==> src/rtl/execute_muldiv.sv <==
// Iterative RV32M multiply/divide unit for the Execute stage.
// Shift-add multiply or restoring divide, one bit per cycle, with a registered result and a Done_E pulse.
module execute_muldiv #(
  parameter int unsigned XLEN = 32
) (
  input  logic            CLK,
  input  logic            RST,
  input  logic            Start_E,
  input  logic [2:0]      MD_Op_E,
  input  logic [XLEN-1:0] Operand_A_E,
  input  logic [XLEN-1:0] Operand_B_E,
  input  logic            Flush_E,
  output logic            Busy_E,
  output logic            Done_E,
  output logic [XLEN-1:0] MD_Out_E
);

  localparam int unsigned IW = $clog2(XLEN);

  typedef enum logic [1:0] {S_IDLE, S_CALC, S_FINISH} state_t;

  state_t            state_q, state_d;
  logic [IW-1:0]     iter_q, iter_d;
  logic [2*XLEN-1:0] acc_q, acc_d;
  logic [XLEN-1:0]   opb_q, opb_d;
  logic [2:0]        op_q, op_d;
  logic              negq_q, negq_d;
  logic              negr_q, negr_d;
  logic [XLEN-1:0]   out_q, out_d;
  logic              done_q, done_d;

  logic              start_ok, fin;
  logic              a_sgn, b_sgn, a_neg, b_neg;
  logic [XLEN-1:0]   a_mag, b_mag;
  logic              div_zero, div_ovf, special;
  logic [XLEN:0]     mul_sum, div_shift, div_diff;
  logic [2*XLEN-1:0] prod;
  logic [XLEN-1:0]   quo, rem, result;

  always_comb begin
    state_d  = state_q;
    iter_d   = iter_q;
    acc_d    = acc_q;
    opb_d    = opb_q;
    op_d     = op_q;
    negq_d   = negq_q;
    negr_d   = negr_q;
    out_d    = out_q;
    done_d   = 1'b0;
    fin      = 1'b0;

    start_ok = (state_q == S_IDLE) && Start_E && !Flush_E;
    a_sgn    = (MD_Op_E == 3'b001) || (MD_Op_E == 3'b010) || (MD_Op_E == 3'b100) || (MD_Op_E == 3'b110);
    b_sgn    = (MD_Op_E == 3'b001) || (MD_Op_E == 3'b100) || (MD_Op_E == 3'b110);
    a_neg    = a_sgn & Operand_A_E[XLEN-1];
    b_neg    = b_sgn & Operand_B_E[XLEN-1];
    a_mag    = a_neg ? -Operand_A_E : Operand_A_E;
    b_mag    = b_neg ? -Operand_B_E : Operand_B_E;
    div_zero = (Operand_B_E == '0);
    div_ovf  = !MD_Op_E[0] && (Operand_A_E == {1'b1, {(XLEN-1){1'b0}}}) && (Operand_B_E == '1);
    special  = MD_Op_E[2] && (div_zero || div_ovf);

    // acc holds {partial product hi, multiplier} or {partial remainder, dividend/quotient}
    mul_sum   = {1'b0, acc_q[2*XLEN-1:XLEN]} + {1'b0, opb_q};
    div_shift = {acc_q[2*XLEN-1:XLEN], acc_q[XLEN-1]};
    div_diff  = div_shift - {1'b0, opb_q};

    case (state_q)
      S_IDLE: begin
        if (start_ok) begin
          op_d   = MD_Op_E;
          iter_d = '0;
          if (special) begin
            // Preload acc so the common finish path yields the architected special results
            acc_d   = div_zero ? {Operand_A_E, {XLEN{1'b1}}} : {{XLEN{1'b0}}, Operand_A_E};
            opb_d   = Operand_B_E;
            negq_d  = 1'b0;
            negr_d  = 1'b0;
            state_d = S_FINISH;
            fin     = 1'b1;
          end else begin
            acc_d   = {{XLEN{1'b0}}, a_mag};
            opb_d   = b_mag;
            negq_d  = a_neg ^ b_neg;
            negr_d  = a_neg;
            state_d = S_CALC;
          end
        end
      end
      S_CALC: begin
        if (op_q[2]) begin
          if (!div_diff[XLEN]) acc_d = {div_diff[XLEN-1:0], acc_q[XLEN-2:0], 1'b1};
          else                 acc_d = {div_shift[XLEN-1:0], acc_q[XLEN-2:0], 1'b0};
        end else begin
          if (acc_q[0]) acc_d = {mul_sum, acc_q[XLEN-1:1]};
          else          acc_d = {1'b0, acc_q[2*XLEN-1:1]};
        end
        iter_d = iter_q + IW'(1);
        if (iter_q == IW'(XLEN-1)) begin
          iter_d  = '0;
          state_d = S_FINISH;
          fin     = 1'b1;
        end
      end
      S_FINISH: state_d = S_IDLE;
      default:  state_d = S_IDLE;
    endcase

    // Sign correction is applied on the edge entering FINISH so MD_Out_E is valid with Done_E
    prod = negq_d ? -acc_d : acc_d;
    quo  = acc_d[XLEN-1:0];
    rem  = acc_d[2*XLEN-1:XLEN];
    if (op_d[2]) begin
      if (op_d[1]) result = negr_d ? -rem : rem;
      else         result = negq_d ? -quo : quo;
    end else begin
      result = (op_d[1:0] == 2'b00) ? prod[XLEN-1:0] : prod[2*XLEN-1:XLEN];
    end
    if (fin) begin
      out_d  = result;
      done_d = 1'b1;
    end

    if (Flush_E) begin
      state_d = S_IDLE;
      iter_d  = '0;
      out_d   = out_q;
      done_d  = 1'b0;
    end
  end

  always_ff @(posedge CLK) begin
    if (RST) begin
      state_q <= S_IDLE;
      iter_q  <= '0;
      acc_q   <= '0;
      opb_q   <= '0;
      op_q    <= '0;
      negq_q  <= 1'b0;
      negr_q  <= 1'b0;
      out_q   <= '0;
      done_q  <= 1'b0;
    end else begin
      state_q <= state_d;
      iter_q  <= iter_d;
      acc_q   <= acc_d;
      opb_q   <= opb_d;
      op_q    <= op_d;
      negq_q  <= negq_d;
      negr_q  <= negr_d;
      out_q   <= out_d;
      done_q  <= done_d;
    end
  end

  assign Busy_E   = (state_q != S_IDLE);
  assign Done_E   = done_q;
  assign MD_Out_E = out_q;

endmodule

==> config.mk <==
export PLATFORM = sky130hd
export DESIGN_NAME = execute_muldiv
export DESIGN_NICKNAME = d
export VERILOG_FILES = /design/src/rtl/execute_muldiv.sv
export SDC_FILE = /design/constraint.sdc
export NUM_CORES = 1
export LEC_CHECK = 0
export ABC_AREA = 1
export BUFFER_PORTS_ARGS = -buffer_cell sky130_fd_sc_hd__buf_2
export CAP_MARGIN = 20
export CORE_UTILIZATION = 39
export CTS_CLUSTER_DIAMETER = 60
export CTS_CLUSTER_SIZE = 28
export DETAILED_ROUTE_END_ITERATION = 16
export PLACE_DENSITY = 0.58
export SLEW_MARGIN = 5
export SYNTH_ARGS = -nofsm -noshare
export SYNTH_HDL_FRONTEND = slang
export SYNTH_SLANG_ARGS = --single-unit
==> constraint.sdc <==
create_clock -name CLK -period 7.3 [get_ports CLK]
set_clock_uncertainty 0.05 [all_clocks]
set_input_delay 1.46 -clock CLK [delete_from_list [all_inputs] [get_ports CLK]]
set_output_delay 1.46 -clock CLK [all_outputs]
set_load 0.01 [all_outputs]
Word-level counts from Yosys, hierarchy flattened
Cells that the tools add are included.
W data, S select, Z words.

word-level totals
  register bits after elaboration = 141
  input bits = 71
  output and inout bits = 34
  word-level logic and storage cells = 90

operators by class
  $add $sub $neg = 8
  equality and inequality tests = 10
  multiplexer cells = 36
  bitwise logic cells = 4
  reductions and logical operators = 23

operator list
  operator                number
  $mux W64                7
  $mux W32                8
  $neg A32 Y32            4
  $pmux W64 S2            1
  $eq A32 B32 Y1 const B  2
  $neg A64 Y64            1
  $add A32 B32 Y33        1
  $sub A33 B32 Y33        1
  $logic_not A32 Y1       1
  $mux W1                 10
  $mux W5                 2
  $pmux W5 S2             1
  $reduce_and A2 Y1       4
  $eq A3 B3 Y1 const B    2
  $logic_or A1 B1 Y1      6
  $mux W2                 3
  $mux W3                 2
  $add A5 B1 Y5 const B   1
  $eq A5 B5 Y1 const B    1
  $logic_and A1 B1 Y1     5
  $logic_not A2 Y1        2
  $ne A2 B2 Y1 const B    2
  $pmux W2 S2             1
  $reduce_bool A2 Y1      2
  other kinds (9)         11

Longest topological paths before layout
  depth after elaboration = 13
  depth in mapped cells = 34
  mapped depth without buffers = 33

Worst setup path after synthesis
OpenSTA, ideal clock, no wires.

  kind = input-to-reg
  start = input Operand_A_E[0]
  end = register out_q[28] (netlist: MD_Out_E[28])
  data arrival time = 4.006 ns
  required time = 7.128 ns
  path slack = 3.122 ns
  stages on the path = 26
  cells stage by stage = inv_1 -> ha_1 -> nand2_2 -> nor2_8 -> nand3_4 -> nor3_4 -> nand2_1 -> o21bai_1 -> inv_1 -> nand2_1 -> nand2_1 -> nand2_2 -> ha_1 -> inv_1 -> nor2_2 -> nand2_2 -> nor2_4 -> nand2_2 -> nor2_4 -> nand2_1 -> nand3_1 -> nand2_1 -> nor2_1 -> nor2_1 -> a21oi_1 -> a21oi_2

on the way
  word-level cells in the longest chain between the ends = 12
  elaborated cells between the ends (all ways) = 30
  those cells by class = add/sub (4); eq/ne (1); mux (20); reduce/logical (5)

ends and longest elaborated chain
  item                                                   line  text
  start: declaration                                     10    input logic [XLEN-1:0] Operand_A_E,
  branches (longest 12 deep; another with $neg A64 Y64)  n/a
  end signal: assignment                                 151   out_q <= out_d;
  end: declaration                                       29    logic [XLEN-1:0] out_q, out_d;

Several ways; the timed one is not identified.
A chain may end at the register's enable or synchronous reset.

Worst setup path in the final report
  start = input Operand_B_E[0]
  end = register out_q[28] (netlist: MD_Out_E[28])

on the way
  word-level cells in the longest chain between the ends = 11
  elaborated cells between the ends (all ways) = 28
  those cells by class = add/sub (3); eq/ne (1); mux (19); reduce/logical (5)

ends and longest elaborated chain
  item                                  line      text
  start: declaration                    11        input logic [XLEN-1:0] Operand_B_E,
  $eq A32 B32 Y1                        60        div_ovf = !MD_Op_E[0] && (Operand_A_E == {1'b1, {(XLEN-1){1'b0}}}) && (Operand_B_E == '1);
  $logic_and A1 B1 Y1                   60
  $logic_or A1 B1 Y1                    61        special = MD_Op_E[2] && (div_zero || div_ovf);
  $logic_and A1 B1 Y1                   61
  $mux W64                              73        if (special) begin
  $mux W64                              70        if (start_ok) begin
  $pmux W64 S2                          68        case (state_q)
  $neg A64 Y64 (tied with other cells)  110       prod = negq_d ? -acc_d : acc_d;
  $mux W64 (tied with other cells)      110
  $mux W32 (on tied branches)           117, 114
  $mux W32                              113       if (op_d[2]) begin

Parallel ways exist; a longest one is shown, timed or not.

==> results_dict.tcl <==
set metrics [dict create \
    fin_nets 3687 \
    ir_worst_vdd_mv 0.176 \
    placed_area_mm2 0.0197 \
    initial_core_util 0.399 \
    first_iter_violations 2651 \
    clk_pin_slew_ns 0.08 \
    synth_compound_area_frac 0.162 \
    vias_per_cell 5.52 \
    cp_data_required_time_ns 7.62 \
    die_w_um 221 \
    synth_top_family_by_area "simple AND/OR/NAND/NOR gates" \
    ant_nets 0 \
    setup.worst_path.end_class "register" \
    cap_violations 0 \
    synthArstFlopShare 0 \
    max_freq_mhz 186 \
    path_buf_inv 5 \
    pwr_density_cell_mw_per_mm2 143 \
    fin_crit_ns 5.37 \
    hold_depth 2 \
    synth_warnings 0 \
    layout-drive-gt1-share 0.0877 \
    mostFrequentLayoutCell "nand2_1" \
    grt_max_degree 75 \
    cp_slowest_cell "nor2_2" \
    hold_path.class "register to register" \
    multi_input_area_mm2 0.0136 \
    areaGrowthSynthToFinish_pct 8.08 \
    gr-usage-all-layers 0.336 \
    synthSimpleGateAreaFrac 0.468 \
    cts_tree "built" \
    critPathKind "input port to register" \
    rsz0062_at_grt "false" \
    synth_area_mm2 0.0187 \
    reg2regPathDepth 26 \
    die_h_um 221 \
    port_buffers 104 \
    fillers 5361 \
    syn_nets 3656 \
    ys_seq_area_frac 0.151 \
    hold_viol 0 \
    synth_cells 3512 \
    ios 105 \
    core_mm2 0.0470 \
    grt_pass1_vias 20700 \
    synth_edf_count 0 \
    routed_wl_um 83600 \
    cts_root_buf "clkbuf_16" \
    synth_fa_ha_area_frac 0.0495 \
    wl_per_cell_um 20.1 \
    synth_seq_cells 141 \
    clock_path_buffers 2 \
    arrival_ns 5.69 \
    setup_viol 0 \
    postCtsSetupRepairBufs 0 \
    final_area_mm2 0.0203 \
    cts.sinks 141 \
    cts_inserted_buffers 17 \
    die_area_mm2 0.0489 \
    drt_pre_antenna_iters 7 \
    drc 0 \
    grt_overflow 0 \
    via_count 23000 \
    synth_flop_cell "dfxtp_1" \
    synth_mux_area_frac 0 \
    std_cell_rows 79 \
    place_hpwl_um 66600 \
    crit_cells 27 \
    cts_max_level 4 \
    leakagePower_nw 10.7 \
    synth_xor_xnor_area_share 0.0435 \
    status "complete, no violations" \
    crit_family "simple AND/OR/NAND/NOR gates" \
    antenna_found_initial 1 \
    gp_congestion 1.01 \
    relSlewSlack 0.356 \
    period_share 0.735 \
    syn_avg_cell_area_um2 5.34 \
    worst_slew_pin_slew_ns 0.962 \
    final_cell_mix "1,195 x nand2_1, 456 x inv_1, 381 x nor2_1" \
    clock_latency_ns 0.48 \
    startpoint_type "input port" \
    postCtsResizedCells 0 \
    slew_viol_final 0 \
    tns_ns 0 \
    critPathMaxStageDelay_ns 0.82 \
    ys_types 56 \
    hold_buffers 0 \
    seqCellArea_mm2 0.00283 \
    crit_top_cell "inv_1" \
    crit_fanout 21 \
    grt_first_pass_wirelength_um 126000 \
]
[metrics by stage]
step                      instances  utilization  worst slack [ns]  power [mW]  hold WS, ns
final                          4164        0.431              1.93        2.90        0.418
after global routing           4163        0.431              1.65        3.04        0.445
after CTS                      4163        0.431              2.02        2.87        0.420
after detailed placement       4131        0.419              1.52        1.97        0.408
after global placement         4131        0.419              1.56        1.98        0.404
after floorplan                3512            -              3.12        1.61        0.394
[logic make-up after synthesis]
logic type               after synthesis
flip-flops                           141
buffers and inverters                598
XOR/XNOR                              93
AND/OR/NAND/NOR                     2064
AO/OA/AOI/OAI                        543
adder cells (fa/ha/maj)               73
[state kept, by name, indices dropped and copies added (netlist names), 2 cells and up]
name	cells
iter_q	5
acc_q	64
opb_q	32
op_q	3
state_q	2
MD_Out_E	32
[report_power, final]
part,internal [mW],switching [mW],total (mW)
Clock,0.452,0.452,0.904
Sequential,0.797,0.0363,0.833
Combinational,0.326,0.838,1.16
Total,1.58,1.33,2.90
[cell type report]
class	count	area share
Multi-Input combinational cell	2773	0.670
Inverter	479	0.0888
Timing Repair Buffer	131	0.0358
Clock buffer	17	0.0210
Antenna cell	1	0.000124
Tap cell	607	0.0375
Sequential cell	141	0.140
Clock inverter	15	0.00735
[path summary, 6_finish.rpt]
path                                                   to              startpoint  slack, ns
worst max-delay path            MD_Out_E[28]$_SDFFE_PP0P_          Operand_B_E[0]       1.93
worst max register to register  MD_Out_E[28]$_SDFFE_PP0P_    acc_q[52]$_SDFF_PP0_       2.08
worst min register to register     iter_q[4]$_SDFFE_PP0P_  iter_q[4]$_SDFFE_PP0P_       0.42
worst min-delay path               iter_q[4]$_SDFFE_PP0P_  iter_q[4]$_SDFFE_PP0P_       0.42
[per-layer routing]
layer / up-vias / global-route usage / routed length [um]
met4: 2 / 0.142 / 3490
met2: 1186 / 0.489 / 33500
met5: - / 0 / 19
li1: 11200 / - / -
met3: 196 / 0.0637 / 9070
met1: 10400 / 0.479 / 37400
[worst register-to-register path: cells and delay by family (launching register included)]
family | cells | cell delay (ns)
DFF | 1 | 0.59
and+or+nand+nor | 18 | 2.78
buffers and inverters | 1 | 0.08
adders and majority gates | 2 | 0.66
AOI/OAI and AO/OA | 5 | 0.98
[cells in the mapped netlist (all sizes together), types with 2 or more instances]
cell type     n  share of area
o21ai       171          0.047
o211ai        8         0.0032
ha           71          0.047
a21boi        2         0.0010
and3          3         0.0010
buf          55          0.018
xnor2        27          0.013
a31oi         5         0.0017
a32oi         9         0.0042
xor2         66          0.031
nand3       308          0.087
a221oi        2        0.00093
nand3b       19         0.0076
fa            2         0.0021
dfxtp       141           0.15
a21oi       282          0.078
and2          3         0.0010
a21o          2        0.00080
nor3         17         0.0054
nor4          3         0.0010
or2          20         0.0067
inv         470          0.094
nor2        418          0.092
o22ai         2        0.00067
nand2      1239           0.25
clkbuf       64          0.013
a22oi        17         0.0068
clkinv        9         0.0018
a211oi       26          0.010
o21bai       13         0.0052
nand4        33          0.012
Power figures use the tool's default switching activity.
